$ cat src/rtl/spi_secondary_tx_if.sv
// -----------------------------------------------------------------------------
// spi_secondary_tx_if
// Bundles the SPI pins and the upstream source handshake of spi_secondary_tx.
//   spi_sck, spi_cs   : SPI clock / active-low select from the main (async)
//   spi_miso, miso_oe : serial data to the main and its drive enable
//   tx_data, tx_valid : word offered by the source
//   tx_ready          : one-cycle load strobe (word moves when valid & ready)
//   word_sent         : pulse when the last bit of a word was sampled
//   underrun          : pulse when a load happened with no valid word
// Modports: slave = the transmitter itself, master = the main/source side.
// -----------------------------------------------------------------------------
interface spi_secondary_tx_if #(
    parameter int WORD_SIZE = 8
);
    logic                 spi_sck;
    logic                 spi_cs;
    logic                 spi_miso;
    logic                 miso_oe;
    logic [WORD_SIZE-1:0] tx_data;
    logic                 tx_valid;
    logic                 tx_ready;
    logic                 word_sent;
    logic                 underrun;

    modport slave (
        input  spi_sck, spi_cs, tx_data, tx_valid,
        output spi_miso, miso_oe, tx_ready, word_sent, underrun
    );

    modport master (
        output spi_sck, spi_cs, tx_data, tx_valid,
        input  spi_miso, miso_oe, tx_ready, word_sent, underrun
    );
endinterface

$ cat src/rtl/spi_secondary_tx.sv
// -----------------------------------------------------------------------------
// spi_secondary_tx
// MISO half of the SPI secondary link (mode 0). Pulls words from an upstream
// source over a valid/ready strobe and shifts them out MSB-first; MISO is
// updated after falling sck so the main can sample it on the rising edge.
// sck and cs are asynchronous to clk and are synchronized here.
// Ports:
//   clk   : system clock, rising edge
//   rst_n : asynchronous active-low reset
//   bus   : spi_secondary_tx_if.slave (SPI pins + source handshake)
// -----------------------------------------------------------------------------
module spi_secondary_tx #(
    parameter int                   WORD_SIZE   = 8,
    parameter int                   SYNC_STAGES = 2,
    parameter logic [WORD_SIZE-1:0] IDLE_WORD   = '0
) (
    input  logic                  clk,
    input  logic                  rst_n,
    spi_secondary_tx_if.slave     bus
);

    localparam int CNT_W = (WORD_SIZE > 2) ? $clog2(WORD_SIZE) : 1;
    localparam logic [CNT_W-1:0] LAST_BIT = CNT_W'(WORD_SIZE - 1);

    localparam logic [1:0] ST_IDLE  = 2'd0;
    localparam logic [1:0] ST_LOAD  = 2'd1;
    localparam logic [1:0] ST_SHIFT = 2'd2;

    // ------------------------------------------------------------------
    // Synchronizers and edge detection. Presets match an idle bus
    // (sck low, cs high) so leaving reset never fakes an edge.
    // ------------------------------------------------------------------
    logic [SYNC_STAGES-1:0] sck_sync_reg;
    logic [SYNC_STAGES-1:0] cs_sync_reg;
    logic                   sck_d_reg;
    logic                   cs_d_reg;

    always_ff @(posedge clk or negedge rst_n) begin
        if (!rst_n) begin
            sck_sync_reg <= '0;
            cs_sync_reg  <= '1;
            sck_d_reg    <= 1'b0;
            cs_d_reg     <= 1'b1;
        end else begin
            sck_sync_reg <= {sck_sync_reg[SYNC_STAGES-2:0], bus.spi_sck};
            cs_sync_reg  <= {cs_sync_reg[SYNC_STAGES-2:0], bus.spi_cs};
            sck_d_reg    <= sck_sync_reg[SYNC_STAGES-1];
            cs_d_reg     <= cs_sync_reg[SYNC_STAGES-1];
        end
    end

    logic sck_s, cs_s;
    logic sck_rise, sck_fall, cs_rise, cs_fall;

    assign sck_s    = sck_sync_reg[SYNC_STAGES-1];
    assign cs_s     = cs_sync_reg[SYNC_STAGES-1];
    assign sck_rise =  sck_s & ~sck_d_reg;
    assign sck_fall = ~sck_s &  sck_d_reg;
    assign cs_rise  =  cs_s  & ~cs_d_reg;
    assign cs_fall  = ~cs_s  &  cs_d_reg;

    // ------------------------------------------------------------------
    // Control FSM
    // ------------------------------------------------------------------
    logic [1:0]           state_reg, state_next;
    logic [WORD_SIZE-1:0] shift_reg, shift_next;
    logic [CNT_W-1:0]     cnt_reg, cnt_next;
    logic                 done_reg, done_next;
    logic                 load_strobe;
    logic                 sent_pulse;

    always_comb begin
        state_next  = state_reg;
        shift_next  = shift_reg;
        cnt_next    = cnt_reg;
        done_next   = done_reg;
        load_strobe = 1'b0;
        sent_pulse  = 1'b0;

        if (cs_rise) begin
            // Deselect wins over any sck edge in the same cycle; a partial
            // word is simply dropped.
            state_next = ST_IDLE;
            cnt_next   = '0;
            done_next  = 1'b0;
        end else begin
            case (state_reg)
                ST_IDLE: begin
                    if (cs_fall) begin
                        state_next = ST_LOAD;
                    end
                end
                ST_LOAD: begin
                    load_strobe = 1'b1;
                    shift_next  = bus.tx_valid ? bus.tx_data : IDLE_WORD;
                    cnt_next    = '0;
                    state_next  = ST_SHIFT;
                end
                ST_SHIFT: begin
                    if (sck_rise) begin
                        if (cnt_reg == LAST_BIT) begin
                            sent_pulse = 1'b1;
                            done_next  = 1'b1;
                            cnt_next   = '0;
                        end else begin
                            cnt_next = cnt_reg + 1'b1;
                        end
                    end else if (sck_fall) begin
                        if (done_reg) begin
                            // Word finished: fetch the next one right away so
                            // consecutive words run without a gap.
                            done_next  = 1'b0;
                            state_next = ST_LOAD;
                        end else begin
                            shift_next = {shift_reg[WORD_SIZE-2:0], 1'b0};
                        end
                    end
                end
                default: begin
                    state_next = ST_IDLE;
                end
            endcase
        end
    end

    // ------------------------------------------------------------------
    // State and registered MISO / output enable
    // ------------------------------------------------------------------
    logic miso_reg;
    logic oe_reg;

    always_ff @(posedge clk or negedge rst_n) begin
        if (!rst_n) begin
            state_reg <= ST_IDLE;
            shift_reg <= '0;
            cnt_reg   <= '0;
            done_reg  <= 1'b0;
            miso_reg  <= 1'b0;
            oe_reg    <= 1'b0;
        end else begin
            state_reg <= state_next;
            shift_reg <= shift_next;
            cnt_reg   <= cnt_next;
            done_reg  <= done_next;
            if (cs_rise || state_reg == ST_IDLE) begin
                miso_reg <= 1'b0;
                oe_reg   <= 1'b0;
            end else if (state_reg == ST_SHIFT) begin
                miso_reg <= shift_reg[WORD_SIZE-1];
                oe_reg   <= 1'b1;
            end else begin
                // LOAD between words: keep driving the last bit until the
                // freshly loaded MSB arrives one cycle later.
                oe_reg   <= 1'b1;
            end
        end
    end

    assign bus.spi_miso  = miso_reg;
    assign bus.miso_oe   = oe_reg;
    assign bus.tx_ready  = load_strobe;
    assign bus.underrun  = load_strobe & ~bus.tx_valid;
    assign bus.word_sent = sent_pulse;

endmodule

$ cat src/flat_wrapper.sv
// flat-port wrapper written by rule: the top's interface ports become plain ports
module spi_secondary_tx_flat 
#(
    parameter int                   WORD_SIZE   = 8,
    parameter int                   SYNC_STAGES = 2,
    parameter logic [WORD_SIZE-1:0] IDLE_WORD   = '0
)
  (clk, rst_n, bus_spi_sck, bus_spi_cs, bus_tx_data, bus_tx_valid, bus_spi_miso, bus_miso_oe, bus_tx_ready, bus_word_sent, bus_underrun);
  spi_secondary_tx_if #(.WORD_SIZE(WORD_SIZE)) bus_i ();
  input  logic clk;
  input  logic rst_n;
  input wire logic [$bits(bus_i.spi_sck)-1:0] bus_spi_sck;
  input wire logic [$bits(bus_i.spi_cs)-1:0] bus_spi_cs;
  input wire logic [$bits(bus_i.tx_data)-1:0] bus_tx_data;
  input wire logic [$bits(bus_i.tx_valid)-1:0] bus_tx_valid;
  output wire logic [$bits(bus_i.spi_miso)-1:0] bus_spi_miso;
  output wire logic [$bits(bus_i.miso_oe)-1:0] bus_miso_oe;
  output wire logic [$bits(bus_i.tx_ready)-1:0] bus_tx_ready;
  output wire logic [$bits(bus_i.word_sent)-1:0] bus_word_sent;
  output wire logic [$bits(bus_i.underrun)-1:0] bus_underrun;
  assign bus_i.spi_sck = bus_spi_sck;
  assign bus_i.spi_cs = bus_spi_cs;
  assign bus_i.tx_data = bus_tx_data;
  assign bus_i.tx_valid = bus_tx_valid;
  assign bus_spi_miso = bus_i.spi_miso;
  assign bus_miso_oe = bus_i.miso_oe;
  assign bus_tx_ready = bus_i.tx_ready;
  assign bus_word_sent = bus_i.word_sent;
  assign bus_underrun = bus_i.underrun;
  spi_secondary_tx #(.WORD_SIZE(WORD_SIZE), .SYNC_STAGES(SYNC_STAGES), .IDLE_WORD(IDLE_WORD)) u_core (.clk(clk), .rst_n(rst_n), .bus(bus_i));
endmodule
$ cat config.mk
export PLATFORM = sky130hd
export DESIGN_NAME = spi_secondary_tx_flat
export DESIGN_NICKNAME = d
export VERILOG_FILES = /design/src/rtl/spi_secondary_tx_if.sv /design/src/rtl/spi_secondary_tx.sv /design/src/flat_wrapper.sv
export SDC_FILE = /design/constraint.sdc
export NUM_CORES = 1
export LEC_CHECK = 0
export CELL_PAD_IN_SITES_DETAIL_PLACEMENT = 1
export CELL_PAD_IN_SITES_GLOBAL_PLACEMENT = 1
export CORE_ASPECT_RATIO = 0.7
export CORE_MARGIN = 3
export CORE_UTILIZATION = 35
export CTS_CLUSTER_SIZE = 30
export DETAILED_ROUTE_END_ITERATION = 7
export PLACE_DENSITY = 0.73
export SLEW_MARGIN = 10
export SYNTH_ARGS = -nofsm -noshare
export SYNTH_HDL_FRONTEND = slang
export SYNTH_SLANG_ARGS = --single-unit
$ cat constraint.sdc
create_clock -name clk -period 2.03 [get_ports clk]
set_input_delay 0.406 -clock clk [delete_from_list [all_inputs] [get_ports clk]]
set_output_delay 0.406 -clock clk [all_outputs]
set_load 0.01 [all_outputs]
==> results of run 1 <==
-- final timing paths --
kind,from,to,slack [ns],depth (start not counted)
setup reg to reg,u_core.state_reg[1]$_DFFE_PN0P_,u_core.shift_reg[0]$_DFFE_PN0P_,0.23,8
min in group asynchronous,rst_n,u_core.shift_reg[6]$_DFFE_PN0P_,0.48,2
hold reg to reg,u_core.sck_sync_reg[0]$_DFF_PN0_,u_core.sck_sync_reg[1]$_DFF_PN0_,0.34,0
hold / removal,u_core.sck_sync_reg[0]$_DFF_PN0_,u_core.sck_sync_reg[1]$_DFF_PN0_,0.34,0
setup / recovery,u_core.cnt_reg[0]$_DFFE_PN0P_,bus_word_sent,0.17,5
max in group asynchronous,rst_n,u_core.cs_d_reg$_DFF_PN1_,1.26,2
-- layer usage --
metal	track usage	share of wire
met1	0.205	0.52
met2	0.211	0.44
met3	0.0498	0.037
met4	0.0276	0.0034
met5	0	0
-- metrics by stage --
step	std cells	worst slack, ns	utilization
finish	160	0.168	0.477
global route	160	0.0493	0.477
global placement	155	0.0650	0.458
CTS	160	0.0326	0.479
detailed placement	155	0.0573	0.458
floorplan	101	0.414	-
-- synthesized netlist by cell type, drive strengths merged --
| library cell | instances | area share |
|---|---|---|
| nand2b | 6 | 0.035 |
| nor3b | 1 | 0.0069 |
| nor2b | 3 | 0.017 |
| a32oi | 1 | 0.0081 |
| inv | 6 | 0.021 |
| nor2 | 12 | 0.042 |
| a211oi | 1 | 0.018 |
| nor3 | 2 | 0.0092 |
| mux2i | 3 | 0.028 |
| a21oi | 11 | 0.058 |
| o21ai | 3 | 0.014 |
| a221oi | 1 | 0.0081 |
| o221a | 1 | 0.010 |
| and2 | 2 | 0.012 |
| a21boi | 1 | 0.0069 |
| a22oi | 7 | 0.048 |
| nand3 | 2 | 0.0092 |
| nand3b | 1 | 0.0069 |
| buf | 3 | 0.025 |
| nand4b | 2 | 0.016 |
| a21bo | 1 | 0.0092 |
| dfrtp | 19 | 0.44 |
| nand2 | 1 | 0.0035 |
| dfstp | 3 | 0.073 |
| clkbuf | 2 | 0.0069 |
| ha | 6 | 0.069 |
-- power breakdown --
group | leakage [nW] | switching [mW] | internal [mW]
sequential | 0.267 | 0.0811 | 0.579
clock | 0.0288 | 0.146 | 0.173
combinational | 0.306 | 0.424 | 0.406
total | 0.601 | 0.651 | 1.16
-- worst max-delay path, stage by stage (launching register included) --
cell and delay [ns]:
dfrtp_1 0.39, ha_1 0.17, ha_2 0.19, nand3_1 0.10, nor3_1 0.17, clkbuf_2 0.17
-- final cells by class --
type                       instances  area share
sequential                        22       0.403
tap                               36      0.0328
clock buffer                       4      0.0400
inverter                           6      0.0164
timing repair buffer              24       0.163
multi-input combinational         68       0.345
-- repair_timing --
action	in CTS	in global routing
endpoints found under the setup margin	3	2
resized for setup	3	6
pin swaps	0	0
buffers inserted	1	0
-- cell families (layout without fill, tap and decap cells) --
group                      count (synthesis)  in the layout  synth area share
muxes                                      3              3            0.0277
buffers and inverters                     11             34            0.0531
AOI/OAI and AO/OA                         27             27             0.181
DFF                                       22             22             0.512
adders and majority gates                  6              6            0.0693
and+or+nand+nor                           32             32             0.157
==> flow_summary.toml, run 1 <==
[sta]
period_needed_ns = 1.86
timing.fmax_mhz = 537
rsz0062_at_grt = "no"
slew_violations = 0
fin_crit_sh = 0.917
tns_ns = 0
maxSlewHeadroom = 0.746
finalSetupViolCount = 0
hold_violations = 0
finalHoldWorstSlack_ns = 0.344
worst_slew_pin_slew_ns = 0.380
fin_worst_skew_ns = 0.00625

[critical_path]
crit_type = "reg2out"
critPathArrivalTime_ns = 1.46
start_kind = "register"
crit_path_max_fanout = 3
endpoint_kind = "output pin"
cp_data_required_time_ns = 1.62

[layout]
area_growth_syn_to_layout_pct = 26.9
drive_gt1_frac = 0.169
nets = 144
antenna_cells = 0
n_fill_cell = 329
largest_reg_flops = 8
layout_common_cells = "19 x dfrtp_1, 14 x clkdlybuf4s50_1, 12 x nor2_1, 9 x a21oi_1, 7 x a22oi_1"
final_common_cell = "dfrtp_1"
seq_area_um2 = 554
fin_area_um2 = 1380
multi_input_area_um2 = 474

[clock_network]
cts_buffers = 3
ctsHoldBuffers = 0
h-tree-depth = 1
cts_tree = "built"
clock_sinks = 22
ctsRootBufferMaster = "clkbuf_8"
clk_pin_slew_ns = 0.08
cts.path.max_buffers = 2
clock_latency_ns = 0.26

[job]
drv_cap = 0

[power]
p_leak_nw = 0.601
power_mw = 1.81
ir_worst_vdd_mv = 0.453
powerDensity_nw_per_um2 = 1320

[detailed_routing]
avgViaCountPerCell = 5.23
drt_pass1_iterations = 3
postRouteWirelength_um = 2390
wl_per_cell_um = 14.9
vias = 837
drc = 0
drt_iter0_drc = 47
final_antenna_net_count = 0

[global_route]
grt_max_degree = 23
grt_util_all_layers = 0.144
overflow = 0
grt_pass1_wl_um = 4140
antenna_found_initial = 0
grt_pass1_vias = 871

[floorplanning]
die_y_um = 52.6
ios = 18
die_w_um = 72.5
rows = 16
initial_core_util = 0.376
die_area_um2 = 3810
coreArea_um2 = 2880

[placement]
place_congestion = 0.755
dp_hpwl_um = 1820
dpl-instance-area_um2 = 1320
port_buffers = 17

[logic_synthesis]
synth_seq_area_share = 0.512
syn-num-nets = 120
yosysWarnings = 0
syn-cell-area_um2 = 1080
avgSynthCellArea_um2 = 10.7
synth.distinct_cells = 28
syn_inst = 101
ys_ff_latch = 22

[outcome]
status = "completed"

[hold_path]
hp-class = "reg2reg"
(Power assumes the default switching activity.)
==> inputs of run 2 (changes only) <==
--- a/config.mk
+++ b/config.mk
@@ -7,7 +7,7 @@
 export LEC_CHECK = 0
 export CELL_PAD_IN_SITES_DETAIL_PLACEMENT = 1
 export CELL_PAD_IN_SITES_GLOBAL_PLACEMENT = 1
-export CORE_ASPECT_RATIO = 0.7
+export CORE_ASPECT_RATIO = 1.25
 export CORE_MARGIN = 3
 export CORE_UTILIZATION = 35
 export CTS_CLUSTER_SIZE = 30
==> run 2 against run 1 <==
Final area shrank 1.8%; highest routed layer unchanged; critical path depth is the same; sequential share of layout area grew 0.75 points; hold slack gained 0.022 ns; sequential cell count is the same; via count shrank 0.48%; non-clock buffer count grew 1; critical path type unchanged; utilization grew 0.32 points; register-to-register slack lost 0.05 ns; count of clock-buffer cells in the layout is the same; clock power shrank 37%.
==> flow_summary.toml, run 2 (synthesized netlist as in run 1, its figures left out) <==
[outcome]
status = "completed"

[critical_path]
endpoint_kind = "output pin"
start_kind = "register"
path_delay_family = "flip-flops"
reg2reg_from = "u_core.state_reg[0]$_DFFE_PN0P_"
critPathArrivalTime_ns = 1.52
cp_data_required_time_ns = 1.62
cp.buffers_inverters = 2
cp_slowest_cell = "dfrtp_1"
path_cells = "inv_1, ha_1, nand3_1, nor3_2, clkdlybuf4s15_2"
crit_path_max_incr_delay_ns = 0.44
reg2reg_depth = 8
crit_path_max_fanout = 4
crit_type = "reg2out"
rr_endpoint = "u_core.shift_reg[0]$_DFFE_PN0P_"
r2r_slack_ns = 0.18

[clock_network]
clock_sinks = 22
cts.path.max_buffers = 2
cts_buffers = 3
h-tree-depth = 1
cts_tree = "built"
clk_pin_slew_ns = 0.11
ctsRootBufferMaster = "clkbuf_4"
clock_latency_ns = 0.30
ctsHoldBuffers = 0

[floorplanning]
initial_core_util = 0.385
die_area_um2 = 3800
die_w_um = 55.8
ios = 18
rows = 21
die_y_um = 68.2
coreArea_um2 = 2810

[layout]
area_growth_syn_to_layout_pct = 24.6
nets = 145
final_util = 0.480
drive_gt1_frac = 0.176
stdcell_count = 159
antenna_cells = 0
fin_area_um2 = 1350
final_common_cell = "dfrtp_1"
largest_reg_flops = 8
layout_common_cells = "19 x dfrtp_1, 14 x clkdlybuf4s50_1, 12 x nor2_1, 9 x a21oi_1, 8 x buf_4"

[global_route]
grt_pass1_wl_um = 3940
grt_max_degree = 23
grt_pass1_vias = 931
antenna_found_initial = 0
grt_util_all_layers = 0.134
overflow = 0

[detailed_routing]
final_antenna_net_count = 0
postRouteWirelength_um = 2230
drt_pass1_iterations = 3
dr.max_layer_used = "met4"
route.met3.wl_um = 64
vias = 833
avgViaCountPerCell = 5.24
drt_iter0_drc = 13
wl_per_cell_um = 14.0
wl_met2_um = 1180
drc = 0
wl_met1_um = 964

[sta]
tns_ns = 0
fin_worst_skew_ns = 0.00220
rsz0062_at_grt = "no"
timing.fmax_mhz = 520
worst_slew_pin_slew_ns = 0.387
period_needed_ns = 1.92
finalSetupViolCount = 0
setup_ws_ns = 0.107
maxSlewHeadroom = 0.741
finalHoldWorstSlack_ns = 0.367
fin_crit_sh = 0.947
slew_violations = 0
hold_violations = 0

[hold_path]
hold_depth = 0
whs_endpoint = "u_core.cs_sync_reg[1]$_DFF_PN1_"
min_from = "u_core.cs_sync_reg[0]$_DFF_PN1_"
hp-class = "reg2reg"

[power]
power_frac_clock = 0.123
p_sw_frac = 0.375
ir_worst_vdd_mv = 0.523
power_mw = 1.64
p_leak_nw = 0.590
p_int_mw = 1.03
netSwitchingPower_mw = 0.616
powerDensity_nw_per_um2 = 1220
seqPwrFrac = 0.401
combPwrFrac = 0.476

[placement]
place_congestion = 0.694
dp.cells = 154
dpl_worst_slack_ns = 0.0541
port_buffers = 17
dpl-instance-area_um2 = 1310
dp_hpwl_um = 1760

[job]
drv_cap = 0
==> run 2: power by group through the flow <==
stage               Sequential (mW)  Combinational (mW)  Clock (mW)
floorplan                     0.657               0.554           0
global placement              0.665               0.752           0
detailed placement            0.678               0.785           0
CTS                           0.662               0.801       0.219
global route                  0.679               0.886       0.232
finish                        0.659               0.782       0.202
==> run 2: worst max-delay path by stage <==
stage	start	to	slack, ns	depth (start not counted)
CTS	u_core.cs_sync_reg[1]$_DFF_PN1_	bus_underrun	0.002	4
floorplan	u_core.state_reg[1]$_DFFE_PN0P_	u_core.shift_reg[4]$_DFFE_PN0P_	0.41	7
finish	u_core.state_reg[0]$_DFFE_PN0P_	bus_word_sent	0.11	5
detailed placement	u_core.cnt_reg[0]$_DFFE_PN0P_	bus_word_sent	0.05	5
global placement	u_core.cnt_reg[0]$_DFFE_PN0P_	bus_word_sent	0.08	5
global route	u_core.state_reg[0]$_DFFE_PN0P_	bus_word_sent	0.009	5
==> run 2: layout make-up <==
class | count | area [µm²]
clock buffer | 4 | 26.3
sequential | 22 | 554
timing repair buffer | 25 | 225
inverter | 6 | 22.5
fill | 311 | 1460
tap | 34 | 42.5
multi-input combinational | 68 | 479
==> run 2: per-layer routing <==
layer | track usage | up-vias
met3 | 0.0226 | 2
met4 | 0.0456 | 0
met1 | 0.145 | 421
met5 | 0 | -
met2 | 0.265 | 12
li1 | - | 398
==> run 2: repair_timing <==
| item | in CTS | in global routing |
|---|---|---|
| gates resized for setup | 5 | 4 |
| setup buffers | 1 | 0 |
| endpoints found under the setup margin | 3 | 2 |
